[config.mk]
export PLATFORM = sky130hd
export DESIGN_NAME = disp_arbiter
export DESIGN_NICKNAME = d
export VERILOG_FILES = /design/src/rtl/disp_arbiter.sv
export SDC_FILE = /design/constraint.sdc
export NUM_CORES = 1
export LEC_CHECK = 0
export ABC_AREA = 1
export BUFFER_PORTS_ARGS = -buffer_cell sky130_fd_sc_hd__buf_2
export CAP_MARGIN = 10
export CORE_ASPECT_RATIO = 1.2
export CORE_UTILIZATION = 47
export DETAILED_ROUTE_END_ITERATION = 8
export PLACE_DENSITY = 0.74
export SYNTH_ARGS = -nofsm -noshare
export SYNTH_HDL_FRONTEND = slang
export SYNTH_SLANG_ARGS = --single-unit
export TNS_END_PERCENT = 1
[constraint.sdc]
create_clock -name clk -period 3.15 [get_ports clk]
set_input_delay 0.63 -clock clk [delete_from_list [all_inputs] [get_ports clk]]
set_output_delay 0.63 -clock clk [all_outputs]
set_load 0.03 [all_outputs]
[src/rtl/disp_arbiter.sv]
// Round-robin arbiter sharing one 4-digit BCD display among three requesters.
// Each owner keeps the display for a minimum dwell; invalid BCD digits are blanked to 0.
module disp_arbiter #(
  parameter int unsigned DWELL_CYC = 100000000
) (
  input  logic        clk,
  input  logic        rst,
  input  logic [2:0]  req,
  input  logic [15:0] data0,
  input  logic [15:0] data1,
  input  logic [15:0] data2,
  output logic [2:0]  grant,
  output logic [3:0]  digit0,
  output logic [3:0]  digit1,
  output logic [3:0]  digit2,
  output logic [3:0]  digit3,
  output logic        active,
  output logic        bcd_err
);

  localparam logic [26:0] CntMax = 27'(DWELL_CYC - 1);

  typedef enum logic {StIdle, StHold} state_e;

  state_e            state_q, state_d;
  logic [2:0]        grant_q, grant_d;
  logic [1:0]        ptr_q, ptr_d;
  logic [26:0]       cnt_q, cnt_d;
  logic [3:0][3:0]   dig_q, dig_d;
  logic              err_q, err_d;

  logic [2:0]        others, load_sel;
  logic              owner_req, load_en, new_owner;
  logic [15:0]       load_word;

  // First requester found searching from p, p+1, p+2 (mod 3); one-hot result.
  function automatic logic [2:0] rr_pick(input logic [2:0] r, input logic [1:0] p);
    logic [2:0] g;
    logic [2:0] sum;
    logic [1:0] idx;
    g = '0;
    for (int unsigned i = 3; i > 0; i--) begin
      sum = {1'b0, p} + 3'(i - 1);
      idx = (sum >= 3'd3) ? 2'(sum - 3'd3) : sum[1:0];
      if (r[idx]) g = 3'b001 << idx;
    end
    return g;
  endfunction

  function automatic logic [1:0] ptr_after(input logic [2:0] g);
    logic [1:0] p;
    case (g)
      3'b001:  p = 2'd1;
      3'b010:  p = 2'd2;
      default: p = 2'd0;
    endcase
    return p;
  endfunction

  always_comb begin
    state_d   = state_q;
    grant_d   = grant_q;
    ptr_d     = ptr_q;
    cnt_d     = cnt_q;
    dig_d     = dig_q;
    err_d     = err_q;
    load_sel  = '0;
    load_en   = 1'b0;
    new_owner = 1'b0;
    load_word = '0;
    others    = req & ~grant_q;
    owner_req = |(req & grant_q);

    unique case (state_q)
      StIdle: begin
        if (|req) begin
          new_owner = 1'b1;
          load_sel  = rr_pick(req, ptr_q);
        end
      end
      StHold: begin
        if ((!owner_req || (cnt_q == CntMax)) && (|others)) begin
          new_owner = 1'b1;
          load_sel  = rr_pick(others, ptr_q);
        end else if (!owner_req) begin
          state_d = StIdle;
          grant_d = '0;
        end else begin
          load_en  = 1'b1;
          load_sel = grant_q;
          cnt_d    = (cnt_q == CntMax) ? cnt_q : cnt_q + 27'd1;
        end
      end
      default: ;
    endcase

    if (new_owner) begin
      state_d = StHold;
      grant_d = load_sel;
      ptr_d   = ptr_after(load_sel);
      cnt_d   = '0;
      load_en = 1'b1;
    end

    if (load_en) begin
      case (load_sel)
        3'b001:  load_word = data0;
        3'b010:  load_word = data1;
        3'b100:  load_word = data2;
        default: load_word = '0;
      endcase
      for (int i = 0; i < 4; i++) begin
        if (load_word[4*i +: 4] > 4'd9) begin
          dig_d[i] = '0;
          err_d    = 1'b1;
        end else begin
          dig_d[i] = load_word[4*i +: 4];
        end
      end
    end
  end

  always_ff @(posedge clk or posedge rst) begin
    if (rst) begin
      state_q <= StIdle;
      grant_q <= '0;
      ptr_q   <= '0;
      cnt_q   <= '0;
      dig_q   <= '0;
      err_q   <= 1'b0;
    end else begin
      state_q <= state_d;
      grant_q <= grant_d;
      ptr_q   <= ptr_d;
      cnt_q   <= cnt_d;
      dig_q   <= dig_d;
      err_q   <= err_d;
    end
  end

  assign grant   = grant_q;
  assign active  = |grant_q;
  assign digit0  = dig_q[0];
  assign digit1  = dig_q[1];
  assign digit2  = dig_q[2];
  assign digit3  = dig_q[3];
  assign bcd_err = err_q;

endmodule

-- After elaboration in Yosys (flattened, before gate mapping)
Index checks and enable logic that the tools add are counted.
- register bits: 50
- shifts and indexed selects: 3
- equal/unequal tests: 6
- reductions and logical operators: 13
- multiplexer cells: 54
- order comparisons: 10
- $add $sub $neg: 6
- bitwise gates (word level): 4
- operator list (cell ; count):
    $mux W27 ; 5
    $pmux W16 S3 ; 1
    $mux W3 ; 12
    $add A27 B1 Y27 const B ; 1
    $eq A27 B27 Y1 const B ; 1
    $mux W1 ; 19
    $gt A4 B4 Y1 const B ; 4
    $mux W16 ; 1
    $mux W4 ; 4
    $bmux W1 S2 ; 6
    $reduce_or A3 Y1 ; 4
    $lt A2 B3 Y1 const B ; 3
    $shl A1 B2 Y3 const A ; 3
    $and A3 B3 Y3 ; 2
    $ge A3 B2 Y1 const B ; 2
    $mux W2 ; 3
    $pmux W3 S2 ; 1
    $sub A2 B2 Y2 const B ; 3
    $ne A2 B2 Y1 const B ; 2
    $pmux W2 S2 ; 1
    $reduce_and A2 Y1 ; 2
    $reduce_and A4 Y1 ; 1
    $reduce_bool A2 Y1 ; 2
    $reduce_bool A4 Y1 ; 1
    other kinds (12) ; 12

-- Logic depth before layout (Yosys ltp)
- depth after elaboration: 18
- depth in mapped cells: 23

-- Worst setup path after synthesis
OpenSTA, ideal clock, no wires.
- path type: reg-to-reg
- start point: register ptr_q[0]
- end point: register err_q, in the netlist bcd_err
- cell stages (with the launch flop): 23
- slack: 673 ps
- buffers on the path: 2
- library setup time: 119 ps
- arrival time: 2358 ps
- cell sequence: dfrtp_1 > inv_1 > ha_1 > clkbuf_2 > inv_2 > nand2_1 > nand3_1 > nand2_1 > nand3_1 > nand3_1 > nand3_1 > nand2_2 > nor2_8 > inv_2 > nand3_2 > buf_12 > nor2_1 > nor2_2 > nand2_1 > nand2_2 > nand2_1 > nor2_1 > nand2_1
- cells in the longest elaborated chain, start to end: 17
- RTL lines (item ; line ; text):
    start, declared ; 27 ; logic [1:0] ptr_q, ptr_d;
    start signal, assigned ; 134 ; ptr_q <= ptr_d;
    $add A2 B2 Y3 ; 43 ; sum = {1'b0, p} + 3'(i - 1);
    $ge A3 B2 Y1 or $sub A2 B2 Y2 (tied branches) ; 44 ; idx = (sum >= 3'd3) ? 2'(sum - 3'd3) : sum[1:0];
    $mux W2 ; 44 ;
    $bmux W1 S2 ; 45 ; if (r[idx]) g = 3'b001 << idx;
    $mux W1 (not written as such) ; 45 ;
    $mux W3 (3 in series) ; 45 ;
    $mux W3 (on tied branches) ; 82, 76 ;
    $pmux W3 S2 (*) ; 74 ; unique case (state_q)
    $eq A3 B3 Y1 (tied with other cells) ; 106 ; case (load_sel)
    $pmux W16 S3 (*) ; 106 ;
    $mux W16 (*) ; 105 ; if (load_en) begin
    $gt A4 B4 Y1 ; 113 ; if (load_word[4*i +: 4] > 4'd9) begin
    $mux W1 (3 in series) ; 113 ;
    end signal, assigned ; 137 ; err_q <= err_d;
    end, declared ; 30 ; logic err_q, err_d;
Mark *: on every way between the ends. The rest lies on a longest branch, timed or not. The select of a mux whose other input is x is not followed.
A chain may end at the register's enable or synchronous reset.

-- Worst setup path after layout
Same ends and word-level chain as after synthesis.

==> impl_metrics.py <==
metrics = {
    "placed_design": {
        "place.detailed.hpwl_um": 6500,
        "detailed_place.area_um2": 3960,
        "gp_congestion": 0.892,
        "io_buffer_count": 73,
    },
    "sta": {
        "timing.fmax_mhz": 355,
        "grt_setup_unrepaired": "no",
        "final_period_minus_worst_setup_slack_ns": 2.82,
        "timing.final.max_slew_violations": 0,
        "fin_setup_tns_ns": 0,
        "slew-limit-headroom_pct": 31.3,
        "setup_viol": 0,
        "finalClockSkew_ns": 0.00802,
        "post_route_clock_period_utilization_pct": 89.4,
        "worst_slew_pin_slew_ns": 1.03,
        "timing_hold_violations_final": 0,
    },
    "global_routing": {
        "grt_antenna_before_repair": 0,
        "grt_pass1_vias": 3313,
        "overflow": 0,
        "global_route_wire_length_before_repair_um": 14500,
        "grt_use_total_pct": 23.3,
        "maximum_number_of_pins_on_one_net_before_global_route_repair": 51,
    },
    "critical_path": {
        "cp_cell_sequence": "inv_1 -> ha_2 -> inv_2 -> nand2_1 -> nand3_1 -> nand2_1 -> nand3_1 -> nand3_1 -> nand3_1 -> nand2_2 -> nor2_8 -> buf_4 -> nand3_2 -> inv_2 -> nand2_1 -> nand2_1 -> nor2_2 -> nand2_1 -> nand2_1 -> nand2_1 -> nor2_1 -> nand2_1",
        "worst_path_max_delay_cell": "sky130_fd_sc_hd__dfrtp_1",
        "cp.arrival_ns": 3.02,
        "crit_top_cell": "sky130_fd_sc_hd__nand2_1",
        "r2r-end": "bcd_err",
        "crit_path_buf_inv_count": 4,
        "largest_fanout_of_any_net_on_the_critical_path": 18,
        "critPathTopFamily": "simple AND/OR/NAND/NOR gates",
        "worst_r2r_startpoint": "ptr_q[0]",
        "worst_path_largest_cell_delay_ns": 0.41,
        "reg2regPathDepth": 22,
        "setup.worst_path.class": "register to register",
        "crit_path_start_kind": "register",
        "critical_path_required_ns": 3.35,
        "ff2ff_setup_slack_ns": 0.33,
        "worst_setup_path_end_kind": "register",
    },
    "clocking": {
        "number_of_setup_buffers_added_after_cts": 0,
        "cts_resized": 0,
        "cts_max_level": 2,
        "clk_path_buf_depth": 2,
        "number_of_clock_sinks": 50,
        "number_of_buffers_created_by_cts": 5,
        "clkSlewWorstSetupHoldPaths_ns": 0.10,
        "worst_skew_late_latency_ns": 0.30,
        "postCtsHoldBufs": 0,
        "root_buffer": "sky130_fd_sc_hd__clkbuf_8",
        "tritoncts_clock_tree": "yes",
    },
    "finish": {
        "fillCellCount": 696,
        "diodes": 0,
        "area_delta_synth_final_pct": 15.5,
        "drive_gt1_share_pct": 26.0,
        "layout.nets": 629,
        "post-route-cell-area_um2": 4060,
    },
    "routing": {
        "via_count": 3465,
        "drt_first_pass_iters": 5,
        "first_iter_violations": 134,
        "post_drt_via_cell_ratio": 5.23,
        "drcViolationCount": 0,
        "antenna_left": 0,
        "drt-total-wl_um": 8230,
        "wl_per_cell_um": 12.4,
    },
    "die": {
        "die_h_um": 96.7,
        "floorplan.initialDensity_pct": 48.6,
        "rows": 34,
        "num_io_pins": 74,
        "fp.dieArea_um2": 7830,
        "dieWidth_um": 80.9,
        "core_area_um2": 7230,
    },
    "logic_synthesis": {
        "netlist_instances": 498,
        "netlist.top_cell.by_area": "sky130_fd_sc_hd__dfrtp_1",
        "synth.ff_latch_count": 50,
        "synth.yosys.seq_area_share_pct": 35.6,
        "yosys.area.top_type_share_pct": 35.6,
        "synth-warning-count": 0,
        "mappedNetlistNets": 556,
        "async_flop_share_pct": 100,
        "mappedNetlistArea_um2": 3510,
        "synth_enable_flop_cells": 0,
        "post_synthesis_cell_type_count": 42,
        "synthFlopType": "sky130_fd_sc_hd__dfrtp_1",
        "post_synth_main_area_contributors": "sky130_fd_sc_hd__dfrtp_1, sky130_fd_sc_hd__nand2_1, sky130_fd_sc_hd__nand3_1",
        "syn_avg_cell_area_um2": 7.06,
    },
    "run_status": {
        "outcome": "completed",
    },
    "pwr": {
        "clock_power_share_pct": 12.8,
        "max-vdd-ir-drop_mv": 0.423,
        "power_switching_w": 0.00154,
        "netSwitchingFraction_pct": 51.4,
        "pwr-share-seq_pct": 27.1,
        "static-leakage-power_nw": 2.09,
        "comb_power_share_pct": 60.1,
        "pwr_density_cell_nw_per_um2": 738,
        "int_pwr_w": 0.00146,
    },
    "flow_run": {
        "timing.max_cap.violations": 0,
    },
    "worst_hold_path": {
        "min-delay-path-class": "register to register",
        "hold-path-endpoint": "bcd_err",
        "holdCritStartpoint": "bcd_err",
        "min_delay_path_depth": 2,
    },
}
==> cells in the mapped netlist, types with 6 or more instances <==
master and number:
sky130_fd_sc_hd__o21ai_0 28, sky130_fd_sc_hd__nor2_2 16, sky130_fd_sc_hd__nand2_2 7, sky130_fd_sc_hd__nor2_1 35, sky130_fd_sc_hd__nand2_1 149, sky130_fd_sc_hd__nand3_2 6, sky130_fd_sc_hd__dfrtp_1 50, sky130_fd_sc_hd__nand4_1 19
sky130_fd_sc_hd__inv_2 12, sky130_fd_sc_hd__nand3_1 43, sky130_fd_sc_hd__inv_1 50, sky130_fd_sc_hd__a21oi_1 13
==> layout make-up <==
type / instances / area, um^2 / area share [%]
clock buffers: 5 / 68.8 / 1.69
clock inverters: 3 / 21.3 / 0.524
flip-flops and latches: 50 / 1250 / 30.8
multi-input cells: 375 / 1980 / 48.7
well taps: 90 / 113 / 2.77
repair buffers: 77 / 395 / 9.74
inverters: 62 / 233 / 5.73
==> how the worst max path moves through the flow <==
stage	start	endpoint	slack [ns]	cells after the start
finish	ptr_q[0]	bcd_err	0.33	22
CTS	ptr_q[0]	bcd_err	0.24	18
floorplan	ptr_q[0]	bcd_err	0.67	22
global route	ptr_q[0]	bcd_err	0.06	22
detailed placement	ptr_q[0]	bcd_err	0.24	18
global placement	ptr_q[0]	bcd_err	0.34	18
==> power by group through the flow <==
stage,Clock [W],Sequential (W),Combinational (W)
after global routing,0.000419,0.000823,0.00202
after detailed placement,0,0.000820,0.00180
after floorplan,0,0.000953,0.00126
after global placement,0,0.000819,0.00178
after CTS,0.000390,0.000811,0.00179
final,0.000384,0.000811,0.00180
==> cell usage in the layout, fill, tap and decap left out, drive strengths merged, types with 3 or more instances in the layout <==
cell type,count
nor4,4
clkbuf,5
nand2,161
nor2,56
a21oi,13
ha,5
dfrtp,50
inv,62
buf,77
a31oi,3
nor3,9
o21ai,34
nand3,51
o31ai,5
nand4,20
or2,3
==> worst min-delay path: stages (launching register included) <==
cell and delay, ns:
sky130_fd_sc_hd__dfrtp_1 0.36, sky130_fd_sc_hd__inv_1 0.04, sky130_fd_sc_hd__nand2_1 0.05
==> logic make-up after synthesis <==
| kind of cell | count (synthesis) | synth area share (%) |
|---|---|---|
| flip-flops | 50 | 35.6 |
| adder cells (fa/ha/maj) | 5 | 1.78 |
| AND/OR/NAND/NOR | 307 | 43.7 |
| buffers and inverters | 73 | 8.54 |
| XOR/XNOR | 1 | 0.249 |
| AO/OA/AOI/OAI | 62 | 10.1 |
==> routing by layer <==
layer / global-route usage [%] / vias up / wire, um
met3: 4.15 / 8 / 398
met5: 0 / - / 0
li1: - / 1777 / -
met4: 6.18 / 0 / 75
met1: 29.2 / 1570 / 3630
met2: 40.4 / 110 / 4130
==> per-stage QoR <==
step / hold slack (ns) / utilization (%) / power [W] / instances / setup slack, ns
2_1_floorplan: 0.468 / - / 0.00221 / 498 / 0.673
3_3_place_gp: 0.451 / 54.8 / 0.00259 / 654 / 0.344
3_5_place_dp: 0.457 / 54.8 / 0.00262 / 654 / 0.240
4_1_cts: 0.482 / 56.0 / 0.00300 / 662 / 0.236
5_1_grt: 0.516 / 56.1 / 0.00326 / 662 / 0.0641
6_report: 0.481 / 56.1 / 0.00299 / 662 / 0.334
==> state kept, by name (all words and copies together), names as in the netlist <==
register / flops
cnt_q: 27
digit0: 4
digit1: 4
digit2: 4
digit3: 4
grant: 3
ptr_q: 2
bcd_err: 1
state_q: 1
Power figures use the tool's default switching activity.
